==> config.mk <==
export PLATFORM = sky130hd
export DESIGN_NAME = ccff_programmer
export DESIGN_NICKNAME = d
export VERILOG_FILES = /design/src/rtl/ccff_pkg.sv /design/src/rtl/ccff_ser.sv /design/src/rtl/ccff_programmer.sv
export SDC_FILE = /design/constraint.sdc
export NUM_CORES = 1
export LEC_CHECK = 0
export CAP_MARGIN = 20
export CORE_ASPECT_RATIO = 0.7
export CORE_MARGIN = 3
export CORE_UTILIZATION = 51
export DETAILED_ROUTE_END_ITERATION = 16
export GPL_TIMING_DRIVEN = 0
export PLACE_DENSITY_LB_ADDON = 0.25
export REMOVE_ABC_BUFFERS = 1
export SYNTH_ARGS = -nofsm -noshare
export SYNTH_HDL_FRONTEND = slang
export SYNTH_SLANG_ARGS = --single-unit
==> constraint.sdc <==
create_clock -name prog_clk -period 2 [get_ports prog_clk]
set_input_delay 0.3 -clock prog_clk [delete_from_list [all_inputs] [get_ports prog_clk]]
set_output_delay 0.3 -clock prog_clk [all_outputs]
set_load 0.03 [all_outputs]
==> src/rtl/ccff_pkg.sv <==
// ============================================================================
// ccff_pkg : shared types and constants for the configuration-chain programmer
// Revision : 1.0
// ============================================================================
`default_nettype none

package ccff_pkg;

  typedef enum logic [1:0] {
    S_IDLE   = 2'd0,
    S_FILL   = 2'd1,
    S_SHIFT  = 2'd2,
    S_FINISH = 2'd3
  } state_t;

  // Bit order of each byte as it leaves the shift register.
  localparam bit MSB_FIRST = 1'b1;

  function automatic int bytes_needed(input int chain_len, input int data_w);
    return (chain_len + data_w - 1) / data_w;
  endfunction

endpackage

`default_nettype wire

==> src/rtl/ccff_ser.sv <==
// ============================================================================
// ccff_ser : one-byte holding buffer, bit shift register and cfg_ready logic
// Revision : 1.0
// ============================================================================
`default_nettype none

module ccff_ser
  import ccff_pkg::*;
#(
  parameter int DATA_W = 8,
  parameter int NBYTES = 2
) (
  input  logic              clk,
  input  logic              rst_n,
  input  logic              flush,
  input  logic              in_load,
  input  logic              take,
  input  logic [DATA_W-1:0] cfg_data,
  input  logic              cfg_valid,
  output logic              cfg_ready,
  output logic              bit_avail,
  output logic              bit_out
);

  localparam int SCW = $clog2(DATA_W + 1);
  localparam int BCW = $clog2(NBYTES + 1);
  localparam logic [SCW-1:0] SR_RELOAD = SCW'(DATA_W - 1);
  localparam logic [BCW-1:0] BYTES_ALL = BCW'(NBYTES);

  logic [DATA_W-1:0] sr;
  logic [DATA_W-1:0] hold;
  logic [DATA_W-1:0] src;
  logic [SCW-1:0]    sr_cnt;
  logic [BCW-1:0]    byte_cnt;
  logic              hold_full;
  logic              sr_empty;
  logic              accept;
  logic              bypass;

  function automatic logic [DATA_W-1:0] advance(input logic [DATA_W-1:0] v);
    return MSB_FIRST ? (v << 1) : (v >> 1);
  endfunction

  assign sr_empty  = (sr_cnt == '0);
  // Stop asking for bytes once every byte the chain needs has arrived.
  assign cfg_ready = in_load && !hold_full && (byte_cnt != BYTES_ALL);
  assign accept    = cfg_valid && cfg_ready;
  // A byte arriving while both stages are empty feeds the chain directly.
  assign bypass    = take && sr_empty && !hold_full;
  assign bit_avail = !sr_empty || hold_full || accept;

  always_comb begin
    src = sr;
    if (sr_empty) begin
      src = hold_full ? hold : cfg_data;
    end
  end

  assign bit_out = MSB_FIRST ? src[DATA_W-1] : src[0];

  always_ff @(posedge clk or negedge rst_n) begin
    if (!rst_n) begin
      sr        <= '0;
      hold      <= '0;
      sr_cnt    <= '0;
      byte_cnt  <= '0;
      hold_full <= 1'b0;
    end else if (flush) begin
      sr        <= '0;
      hold      <= '0;
      sr_cnt    <= '0;
      byte_cnt  <= '0;
      hold_full <= 1'b0;
    end else begin
      if (accept) begin
        byte_cnt <= byte_cnt + 1'b1;
      end
      if (accept && !bypass) begin
        hold      <= cfg_data;
        hold_full <= 1'b1;
      end
      if (take) begin
        sr <= advance(src);
        if (sr_empty) begin
          sr_cnt <= SR_RELOAD;
          if (hold_full) begin
            hold_full <= 1'b0;
          end
        end else begin
          sr_cnt <= sr_cnt - 1'b1;
        end
      end
    end
  end

endmodule

`default_nettype wire

==> src/rtl/ccff_programmer.sv <==
// ============================================================================
// ccff_programmer : streams a byte bitstream into a configuration FF chain.
// Optional readback of the previous chain contents: define CCFF_READBACK_EN.
// Revision : 1.0
// ============================================================================
`default_nettype none

module ccff_programmer
  import ccff_pkg::*;
#(
  parameter int CHAIN_LEN = 10,
  parameter int DATA_W    = 8
) (
  input  logic                 prog_clk,
  input  logic                 prog_rst_n,
  input  logic                 start,
  input  logic                 abort,
  input  logic [DATA_W-1:0]    cfg_data,
  input  logic                 cfg_valid,
  output logic                 cfg_ready,
  output logic                 ccff_head,
  output logic                 ccff_clk_en,
  input  logic                 ccff_tail,
  output logic                 busy,
`ifdef CCFF_READBACK_EN
  output logic [CHAIN_LEN-1:0] rb_data,
  output logic                 rb_valid,
`endif
  output logic                 done
);

  localparam int CW     = $clog2(CHAIN_LEN + 1);
  localparam int NBYTES = bytes_needed(CHAIN_LEN, DATA_W);
  localparam logic [CW-1:0] LAST_BIT = CW'(CHAIN_LEN - 1);

  state_t        state;
  logic [CW-1:0] bit_cnt;
  logic          in_load;
  logic          flush;
  logic          take;
  logic          accept;
  logic          bit_avail;
  logic          bit_out;

  assign in_load = (state == S_FILL) || (state == S_SHIFT);
  assign flush   = abort || (state == S_IDLE) || (state == S_FINISH);
  assign take    = (state == S_SHIFT) && !abort && bit_avail;
  assign accept  = cfg_valid && cfg_ready;

  ccff_ser #(
    .DATA_W (DATA_W),
    .NBYTES (NBYTES)
  ) u_ser (
    .clk       (prog_clk),
    .rst_n     (prog_rst_n),
    .flush     (flush),
    .in_load   (in_load),
    .take      (take),
    .cfg_data  (cfg_data),
    .cfg_valid (cfg_valid),
    .cfg_ready (cfg_ready),
    .bit_avail (bit_avail),
    .bit_out   (bit_out)
  );

  always_ff @(posedge prog_clk or negedge prog_rst_n) begin
    if (!prog_rst_n) begin
      state       <= S_IDLE;
      bit_cnt     <= '0;
      ccff_head   <= 1'b0;
      ccff_clk_en <= 1'b0;
      busy        <= 1'b0;
      done        <= 1'b0;
    end else begin
      ccff_clk_en <= 1'b0;
      done        <= 1'b0;
      if (abort) begin
        state   <= S_IDLE;
        busy    <= 1'b0;
        bit_cnt <= '0;
      end else begin
        case (state)
          S_IDLE: begin
            if (start) begin
              state   <= S_FILL;
              busy    <= 1'b1;
              bit_cnt <= '0;
            end
          end
          S_FILL: begin
            if (accept) begin
              state <= S_SHIFT;
            end
          end
          S_SHIFT: begin
            // Without a bit to send the chain clock stays off and head holds.
            if (take) begin
              ccff_head   <= bit_out;
              ccff_clk_en <= 1'b1;
              bit_cnt     <= bit_cnt + 1'b1;
              if (bit_cnt == LAST_BIT) begin
                state <= S_FINISH;
              end
            end
          end
          S_FINISH: begin
            done  <= 1'b1;
            busy  <= 1'b0;
            state <= S_IDLE;
          end
          default: state <= S_IDLE;
        endcase
      end
    end
  end

`ifdef CCFF_READBACK_EN
  // The tail is sampled on the same edge the chain captures, so after a full
  // load rb_data holds what the chain contained before it.
  always_ff @(posedge prog_clk or negedge prog_rst_n) begin
    if (!prog_rst_n) begin
      rb_valid <= 1'b0;
    end else begin
      rb_valid <= (state == S_FINISH) && !abort;
    end
  end

  if (CHAIN_LEN == 1) begin : g_rb_single
    always_ff @(posedge prog_clk or negedge prog_rst_n) begin
      if (!prog_rst_n) begin
        rb_data <= '0;
      end else if (ccff_clk_en) begin
        rb_data <= ccff_tail;
      end
    end
  end else begin : g_rb_chain
    always_ff @(posedge prog_clk or negedge prog_rst_n) begin
      if (!prog_rst_n) begin
        rb_data <= '0;
      end else if (ccff_clk_en) begin
        rb_data <= {ccff_tail, rb_data[CHAIN_LEN-1:1]};
      end
    end
  end
`else
  logic unused_tail;
  assign unused_tail = ccff_tail;
`endif

endmodule

`default_nettype wire
==> results.txt, run 1 <==
Outcome -> finished clean
Synth area leader -> dfrtp_1
Seq pwr share -> 36.8%
Post-Route Skew -> 5.71 ps
Peak per-stage delay on the critical path -> 430 ps
CTS tree -> built
Die Ht -> 54.7 um
Synth top area cells -> dfrtp_1 (46%), ha_1 (6.5%), mux2i_1 (5.8%), nand2_1 (4.6%), a22o_1 (4.1%)
DP Wirelength -> 2410 um
Worst skew pair latency -> 290 ps
GRT Overall Usage -> 20.2%
CP Capture Type -> register
Switch share -> 37.7%
Seq/Total Area, Yosys -> 46.3%
Number of global-route vias before repair -> 1,361
Comb pwr share -> 38.9%
Core ar. -> 3190 um^2
Die width -> 75.6 um
Initial antenna violation count -> 0
Switch Pwr -> 0.772 mW
R2r setup slk -> 40 ps
Peak VDD IR -> 0.613 mV
Post-synth ARST share -> 100%
DRT iter0 DRCs -> 59
Sink Count -> 32
Sequential cell area -> 802 um^2
Ys Warns -> 0
Global-route wire length before repair -> 6090 um
Placed cells -> 216
Crit path launch type -> register
Top_reg_cell synth -> dfrtp_1
Number of synthesized flops with an enable pin -> 0
Yosys top cell area share -> 46.3%
Cell Area, Placed -> 1900 um^2
Clock group share of total power -> 24.3%
CP dominant cell by count -> buf_4
Fin util -> 65.7%
Internal Power -> 1.28 mW
CP max-delay cell -> or3b_4
Design Power -> 2.05 mW
Post-synth top cells -> dfrtp_1 (32), nand2_1 (21), nor2_1 (13)
Via count -> 1,360
Peak Freq -> 509 MHz
Final min period -> 1960 ps
Layout net count -> 215
Final hold vios -> 0
DR vias/cell -> 5.89
Leak -> 0.883 nW
PwrDens -> 976 nW/um^2
Critical Path AT -> 2150 ps
Final std cells w/o fill -> 231
Routed Antenna Nets -> 0
Share of cells above drive strength 1 -> 17.6%
Area delta synth->final -> 21.3%
GP Congestion -> 0.780
Synthesized netlist cell count -> 169
Design Area, Final -> 2100 um^2
Reg clk slew, reported paths -> 70 ps
Setup WS post-layout -> 36.2 ps
Reg2Reg Depth -> 8
WS Path Type -> reg2reg
Initial Utilization -> 54.2%
TritonCTS Buffers -> 5
# Max-Cap Violations -> 0
Filler Cell Count -> 252
Final setup viols -> 0
DR pass1 iterations -> 4
Total Routed Length -> 3730 um
Post-synthesis cell type count -> 41
Crit-path max FO -> 5
Largest net degree at the start of global routing -> 33
Placement Setup Slack -> -548 ps
Crit-path cells -> inv_1 > ha_1 > or3b_4 > o31ai_4 > buf_4 > buf_4 > nor4_1 > a21o_1
Reg-to-Reg Start -> u_ser.sr_cnt[0]$_DFFE_PN0P_
Post-Syn Area -> 1730 um^2
Syn_area_per_cell -> 10.2 um^2
CP required -> 2180 ps
Port buffer count -> 17
Flops & latches, synth -> 32
Final slew viol count -> 0
ANT cells -> 0
Slew headroom -> 52.9%
Total die area -> 4140 um^2
Slew @ Worst Pin -> 707 ps
Hold crit path type -> in2async
H-tree depth -> 2
Period utilisation layout -> 98.2%
Root Driver -> clkbuf_8
Worst Setup SP -> u_ser.sr_cnt[0]$_DFFE_PN0P_
Count leader, synth -> dfrtp_1
Wire per inst -> 16.1 um
Gr ovfl total -> 0
Core Rows -> 17
Multi-input gate area -> 911 um^2
Clock Path Buffers -> 2
DRC viols -> 0
Ports -> 19
final cells by class:
type                       count  share of cell area, %
clock buffer                   5                   3.28
clock inverter                 3                  0.895
inverter                       8                   1.55
multi-input combinational    121                   43.4
sequential                    32                   38.2
tap                           38                   2.27
timing repair buffer          24                   10.3
power by group through the flow:
stage	sequential, mW	clock [mW]	combinational [mW]
after floorplan	0.779	0	0.448
after global placement	0.760	0	0.657
after detailed placement	0.765	0	0.675
after CTS	0.753	0.505	0.710
after global routing	0.759	0.544	0.868
final	0.753	0.498	0.796
flip-flops by register name, summed over array words and instances, names as in the netlist:
name / flops
busy: 1
state: 2
u_ser.hold: 8
ccff_clk_en: 1
bit_cnt: 4
u_ser.sr_cnt: 4
u_ser.byte_cnt: 2
u_ser.hold_full: 1
done: 1
u_ser.sr: 7
ccff_head: 1
layer usage:
| layer | up-vias | part of all wire, % | wire length, um | track usage (%) |
|---|---|---|---|---|
| met2 | 31 | 47 | 1760 | 32.2 |
| met1 | 673 | 46 | 1730 | 26.5 |
| li1 | 650 | - | - | - |
| met4 | 0 | 0.91 | 34 | 6.69 |
| met5 | - | 0 | 0 | 0 |
| met3 | 6 | 5.4 | 202 | 6.06 |
path summary, 6_finish.rpt:
kind / to
worst max-delay path: bit_cnt[3]$_DFFE_PN0P_
worst min-delay path: u_ser.sr_cnt[0]$_DFFE_PN0P_
worst max register to register: bit_cnt[3]$_DFFE_PN0P_
worst min register to register: ccff_head$_DFFE_PN0P_
max in group asynchronous: u_ser.hold_full$_DFF_PN0_
min in group prog_clk: ccff_head$_DFFE_PN0P_
kinds of logic after synthesis:
group | Yosys count | share of synthesized area [%]
simple gates | 60 | 18.9
buf+inv | 16 | 4.27
compound gates | 40 | 17.1
mux | 11 | 6.44
fa+ha+maj | 9 | 6.51
flops | 32 | 46.3
xor+xnor | 1 | 0.507
stage by stage:
step / hold WS (ps) / TNS, ps
floorplan: 4.41 / 0
global placement: 461 / -6150
detailed placement: 388 / -7170
CTS: 78.5 / -392
global route: 107 / -14.6
finish: 56.0 / 0
critical path, delay by kind of cell (launching register included):
kind,cells,cell delay [ps]
fa+ha+maj,1,190
buf+inv,3,430
flops,1,400
simple gates,2,480
compound gates,2,360
placed cells by master (no fill, tap or decap), types with 2 or more instances in the layout:
master | netlist | layout
buf_4 | 1 | 6
nor4_1 | 2 | 2
dfrtp_1 | 32 | 31
a31oi_1 | 3 | 2
nand2_1 | 21 | 21
a21oi_1 | 11 | 11
clkdlybuf4s50_1 | 0 | 15
ha_1 | 9 | 7
mux2i_1 | 10 | 10
a211oi_1 | 3 | 3
nand3b_1 | 2 | 2
nand3_1 | 2 | 2
a22o_1 | 8 | 8
o21ai_0 | 3 | 3
o2bb2ai_1 | 2 | 2
nor2_1 | 13 | 12
o211ai_1 | 6 | 6
clkinv_2 | 0 | 2
nand2b_1 | 6 | 6
inv_1 | 7 | 6
clkbuf_8 | 0 | 5
buf_2 | 2 | 2
timing repair:
| item | CTS | global route |
|---|---|---|
| pin swaps | 1 | 1 |
| hold buffers | 0 | 0 |
| setup endpoints to repair | 24 | 23 |
| buffers inserted | 3 | 4 |
| resized for setup | 9 | 13 |
Note: power is estimated with default switching activity, not from simulation.
==> run 2: changes to the inputs <==
--- a/config.mk
+++ b/config.mk
@@ -13,6 +13,8 @@
 export GPL_TIMING_DRIVEN = 0
 export PLACE_DENSITY_LB_ADDON = 0.25
 export REMOVE_ABC_BUFFERS = 1
+export SKIP_CTS_REPAIR_TIMING = 1
 export SYNTH_ARGS = -nofsm -noshare
 export SYNTH_HDL_FRONTEND = slang
 export SYNTH_SLANG_ARGS = --single-unit
+export TNS_END_PERCENT = 10
==> run 2 against run 1 <==
Compared with the run above:
- sequential cell count unchanged
- sequential power about the same
- global-route usage decreased by 0.67 points
- die area unchanged
- combinational power decreased by 0.9%
- final area increased by 0.66%
- clock-buffer cell count unchanged
- via count decreased by 0.88%
- final cell count decreased by 0.43%
- clock skew increased by 0.64 ps
- highest routed layer unchanged
==> results.txt, run 2 (same netlist as run 1, synthesis figures left out) <==
Fin util -> 66.2% (+0.43 points)
Clock group share of total power -> 24.4% (about the same)
Worst Setup SP -> u_ser.sr_cnt[0]$_DFFE_PN0P_
Area delta synth->final -> 22.1%
Switch Pwr -> 0.760 mW (-1.6%)
Final min period -> 1930 ps (-29.1 ps)
Post-Route Skew -> 6.35 ps (+0.638 ps)
Period utilisation layout -> 96.7% (-1.5 points)
Slew @ Worst Pin -> 705 ps (-2.04 ps)
Final slew viol count -> 0 (unchanged)
DRC viols -> 0 (unchanged)
ANT cells -> 0 (unchanged)
Commonest cells after routing, fill and taps aside -> dfrtp_1 (31), nand2_1 (21), clkdlybuf4s50_1 (15)
Top flop regs -> u_ser.hold (8), u_ser.sr (7)
Peak per-stage delay on the critical path -> 430 ps (about the same)
Global-route wire length before repair -> 5890 um (-3.2%)
Initial Utilization -> 54.2% (unchanged)
Core Rows -> 17 (unchanged)
Largest net degree at the start of global routing -> 33 (unchanged)
Final std cells w/o fill -> 230 (-0.43%)
Critical Path AT -> 2110 ps (-40 ps)
Clock Path Buffers -> 2 (unchanged)
DP Wirelength -> 2410 um (unchanged)
Seq pwr share -> 37.0% (+0.2 points)
Commonest non-fill, non-tap cell in the layout -> dfrtp_1
Final setup viols -> 0 (unchanged)
Peak Freq -> 517 MHz (+1.5%)
Final hold vios -> 0 (unchanged)
Leak -> 0.896 nW (+1.4%)
Worst hold slack -> 55.4 ps (-0.589 ps)
CP required -> 2180 ps (about the same)
Filler Cell Count -> 251 (-0.40%)
PwrDens -> 967 nW/um^2 (-0.94%)
Sink Count -> 32 (unchanged)
Reg clk slew, reported paths -> 70 ps (about the same)
# Max-Cap Violations -> 0 (unchanged)
CP max-delay cell -> or3b_4
Worst skew pair latency -> 290 ps (about the same)
Delay-heaviest family, CP -> simple AND/OR/NAND/NOR gates
Total Routed Length -> 3580 um (-4.0%)
CTS tree -> built
GP Congestion -> 0.780 (unchanged)
Ports -> 19 (unchanged)
Comb pwr share -> 38.7% (-0.2 points)
Crit-path cells -> inv_2 > ha_1 > or3b_4 > o31ai_4 > buf_6 > buf_4 > nor4_1 > a21o_1
Buffers and inverters on the worst path -> 3 (unchanged)
Die Ht -> 54.7 um (unchanged)
Design Area, Final -> 2110 um^2 (+0.66%)
H-tree depth -> 2 (unchanged)
DRT iter0 DRCs -> 29 (-51%)
Peak VDD IR -> 0.658 mV (+7.5%)
DR vias/cell -> 5.86 (-0.45%)
Total die area -> 4140 um^2 (unchanged)
Wire per inst -> 15.6 um (-3.6%)
Port buffer count -> 17 (unchanged)
Most flops, register -> u_ser.hold
DR pass1 iterations -> 4 (unchanged)
Routed Antenna Nets -> 0 (unchanged)
Max reg flops -> 8 (unchanged)
Crit-path max FO -> 9 (+4)
Layout net count -> 214 (-0.47%)
Hold crit path type -> in2async
TritonCTS Buffers -> 5 (unchanged)
Root Driver -> clkbuf_8
Number of global-route vias before repair -> 1,331 (-2.2%)
Initial antenna violation count -> 0 (unchanged)
Outcome -> finished clean
Die width -> 75.6 um (unchanged)
Cell Area, Placed -> 1900 um^2 (unchanged)
Switch share -> 37.2% (-0.51 points)
Share of cells above drive strength 1 -> 17.7% (+0.092 points)
Reg-to-Reg Start -> u_ser.sr_cnt[0]$_DFFE_PN0P_
WS Path Type -> reg2reg
Crit path launch type -> register
CP Capture Type -> register
GRT Overall Usage -> 19.5% (-0.67 points)
Via count -> 1,348 (-0.88%)
Internal Power -> 1.28 mW (+0.53%)
Design Power -> 2.04 mW (-0.29%)
Slew headroom -> 53.0% (+0.14 points)
Placed cells -> 216 (unchanged)
Gr ovfl total -> 0 (unchanged)
Core ar. -> 3190 um^2 (unchanged)
-- run 2: changes by cell type in the layout (fill, tap and decap cells not counted) --
cell / previous run / this run
buf_12: 0 / 1
inv_1: 6 / 5
inv_2: 1 / 2
buf_4: 6 / 4
buf_2: 2 / 1
and3b_1: 1 / 0
dlymetal6s2s_1: 0 / 1
and3b_2: 0 / 1
-- run 2: worst register-to-register path: cells and delay by family, from the launching register on --
family | cells | cell delay (ps)
and+or+nand+nor | 2 | 480
DFF | 1 | 400
AOI/OAI and AO/OA | 2 | 390
buffers and inverters | 3 | 380
adders and majority gates | 1 | 170
-- run 2: metrics by stage --
stage	setup slack [ps]	setup TNS (ps)
final	65.3	0
after global routing	-7.77	-11.1
after CTS	-398	-5800
after detailed placement	-548	-7170
after global placement	-496	-6150
after floorplan	100	0
-- run 2: layout make-up --
class / instances / area (um^2) / area share (%)
Timing Repair Buffer: 23 / 229 / 10.8
Clock buffer: 5 / 68.8 / 3.26
Tap cell: 38 / 47.5 / 2.25
Sequential cell: 32 / 802 / 38.0
Inverter: 8 / 32.5 / 1.54
Multi-Input combinational cell: 121 / 912 / 43.2
Clock inverter: 3 / 18.8 / 0.889
-- run 2: path summary, 6_finish.rpt --
check / to / slack, ps / cells past startpoint
worst max register to register: bit_cnt[3]$_DFFE_PN0P_ / 70 / 8
worst min register to register: ccff_head$_DFFE_PN0P_ / 500 / 2
max in group asynchronous: u_ser.hold_full$_DFF_PN0_ / 1450 / 1
worst max-delay path: bit_cnt[3]$_DFFE_PN0P_ / 70 / 8
worst min-delay path: u_ser.sr_cnt[0]$_DFFE_PN0P_ / 60 / 1
min in group prog_clk: ccff_head$_DFFE_PN0P_ / 500 / 2
-- run 2: power by group through the flow --
stage / clock network, mW / logic (mW) / registers, mW
after detailed placement: 0 / 0.675 / 0.765
final: 0.497 / 0.789 / 0.755
after global placement: 0 / 0.657 / 0.760
after CTS: 0.505 / 0.680 / 0.753
after global routing: 0.544 / 0.857 / 0.764
after floorplan: 0 / 0.448 / 0.779
-- run 2: metal layers --
layer,part of all wire (%),GRT usage (%),vias to the layer above
met2,47,31.2,18
met5,0,0,-
met1,49,25.5,675
li1,-,-,648
met3,2.8,5.50,7
met4,1.2,6.98,0
==> run 3: changes to the inputs <==
--- a/config.mk
+++ b/config.mk
@@ -14,6 +14,7 @@
 export PLACE_DENSITY_LB_ADDON = 0.25
 export REMOVE_ABC_BUFFERS = 1
 export SKIP_CTS_REPAIR_TIMING = 1
+export SKIP_LAST_GASP = 1
 export SYNTH_ARGS = -nofsm -noshare
 export SYNTH_HDL_FRONTEND = slang
 export SYNTH_SLANG_ARGS = --single-unit
==> run 3 against run 2 <==
Compared with the run above:
- critical path depth is the same
- first-iteration DRC count grew 76%
- sequential share of layout area is essentially flat
- non-clock buffer count is the same
- critical endpoint is now u_ser.sr[4]$_DFFE_PN0P_
==> results.txt, run 3 (same netlist as run 1, synthesis figures left out) <==
Port buffer count -> 17 (unchanged)
H-tree depth -> 2 (unchanged)
ANT cells -> 0 (unchanged)
Die width -> 75.6 um (unchanged)
Setup TNS -> 0 ps (unchanged)
Switch Pwr -> 0.759 mW (-0.12%)
Total die area -> 4140 um^2 (unchanged)
Final setup viols -> 0 (unchanged)
Slew headroom -> 53.0% (about the same)
Area delta synth->final -> 21.9%
Worst skew pair latency -> 290 ps (about the same)
GRT Overall Usage -> 19.5% (unchanged)
Top flop regs -> u_ser.hold (8), u_ser.sr (7)
RSZ-0062 raised after global routing -> true
TritonCTS Buffers -> 5 (unchanged)
Wire per inst -> 15.6 um (+0.25%)
DR vias/cell -> 5.84 (-0.30%)
Placed cells -> 216 (unchanged)
Outcome -> finished clean
Routed Antenna Nets -> 0 (unchanged)
Initial antenna violation count -> 0 (unchanged)
Most flops, register -> u_ser.hold
Number of global-route vias before repair -> 1,331 (unchanged)
# Max-Cap Violations -> 0 (unchanged)
Ports -> 19 (unchanged)
Crit-path max FO -> 11 (+2)
RR Endpoint -> u_ser.sr[4]$_DFFE_PN0P_
Crit path launch type -> register
Switch share -> 37.2% (about the same)
Gr ovfl total -> 0 (unchanged)
Via count -> 1,344 (-0.30%)
Post-Route Skew -> 5.48 ps (-0.869 ps)
Hold crit path type -> in2async
Max reg flops -> 8 (unchanged)
GRT met2 Usage -> 31.2% (unchanged)
Period utilisation layout -> 98.4% (+1.7 points)
Reg2Reg Depth -> 8 (unchanged)
Core Rows -> 17 (unchanged)
Final std cells w/o fill -> 230 (unchanged)
Core ar. -> 3190 um^2 (unchanged)
Met1 GRT Util -> 25.5% (unchanged)
DP Wirelength -> 2410 um (unchanged)
Critical Path AT -> 2130 ps (+20 ps)
Die Ht -> 54.7 um (unchanged)
Seq pwr share -> 37.0% (about the same)
Met3 usage -> 5.50% (unchanged)
Busiest grt layer -> met2
PwrDens -> 968 nW/um^2 (about the same)
Slew @ Worst Pin -> 705 ps (-0.0934 ps)
Design Area, Final -> 2110 um^2 (-0.12%)
Clock group share of total power -> 24.3% (about the same)
Comb pwr share -> 38.7% (about the same)
Cell Area, Placed -> 1900 um^2 (unchanged)
DRC viols -> 0 (unchanged)
Final slew viol count -> 0 (unchanged)
Leak -> 0.896 nW (about the same)
DRT iter0 DRCs -> 51 (+76%)
Reg-to-Reg Start -> u_ser.sr_cnt[0]$_DFFE_PN0P_
Largest net degree at the start of global routing -> 33 (unchanged)
CP required -> 2170 ps (about the same)
R2r setup slk -> 30 ps (-30 ps)
Final min period -> 1970 ps (+34.1 ps)
WS Path Type -> reg2reg
Layout net count -> 214 (unchanged)
Internal Power -> 1.28 mW (about the same)
Design Power -> 2.04 mW (about the same)
Worst hold slack -> 56.3 ps (+0.877 ps)
Peak VDD IR -> 0.658 mV (about the same)
CTS tree -> built
GP Congestion -> 0.780 (unchanged)
Setup WS post-layout -> 31.2 ps (-34.1 ps)
Commonest non-fill, non-tap cell in the layout -> dfrtp_1
Initial Utilization -> 54.2% (unchanged)
Share of cells above drive strength 1 -> 17.7% (unchanged)
Peak Freq -> 508 MHz (-1.7%)
Placement Setup Slack -> -548 ps (unchanged)
Commonest cells after routing, fill and taps aside -> dfrtp_1 (31), nand2_1 (21), clkdlybuf4s50_1 (15)
Sink Count -> 32 (unchanged)
Final hold vios -> 0 (unchanged)
Clock Path Buffers -> 2 (unchanged)
Total Routed Length -> 3590 um (+0.25%)
DR pass1 iterations -> 4 (unchanged)
Fin util -> 66.1% (-0.078 points)
Global-route wire length before repair -> 5890 um (unchanged)
Reg clk slew, reported paths -> 70 ps (about the same)
CP Capture Type -> register
Root Driver -> clkbuf_8
## run 3: how the worst max path moves through the flow
stage / startpoint / endpoint / slack (ps) / cells past startpoint
finish: u_ser.sr_cnt[0]$_DFFE_PN0P_ / u_ser.sr[4]$_DFFE_PN0P_ / 30 / 8
CTS: state[0]$_DFFE_PN0P_ / cfg_ready / -400 / 4
global route: u_ser.sr_cnt[0]$_DFFE_PN0P_ / u_ser.sr[4]$_DFFE_PN0P_ / -20 / 8
floorplan: state[0]$_DFFE_PN0P_ / u_ser.sr[2]$_DFFE_PN0P_ / 100 / 7
global placement: abort / u_ser.hold[1]$_DFFE_PN0P_ / -500 / 4
detailed placement: abort / u_ser.hold[2]$_DFFE_PN0P_ / -550 / 4
## run 3: power groups by stage
stage / combinational (mW) / clock, mW / sequential, mW
floorplan: 0.448 / 0 / 0.779
detailed placement: 0.675 / 0 / 0.765
CTS: 0.680 / 0.505 / 0.753
global route: 0.857 / 0.544 / 0.764
global placement: 0.657 / 0 / 0.760
finish: 0.789 / 0.496 / 0.755
## run 3: area by class of cell
cell class	count	area, um^2
clock buffer	5	68.8
clock inverter	3	18.8
fill	248	1080
inverter	8	30.0
multi-input combinational	121	912
sequential	32	802
tap	38	47.5
timing repair buffer	23	229
## run 3: critical path, cell delays in order, from the launching register on
cell      delay (ps)
dfrtp_1          400
inv_2             90
ha_1             170
or3b_4           430
o31ai_4          240
buf_6            160
inv_2            110
o211ai_1         140
a21oi_1          100
## run 3: routing by layer
metal	up-vias	share of wire, %
met4	0	1.2
met3	7	3.0
li1	646	-
met1	671	49
met2	20	47
met5	-	0
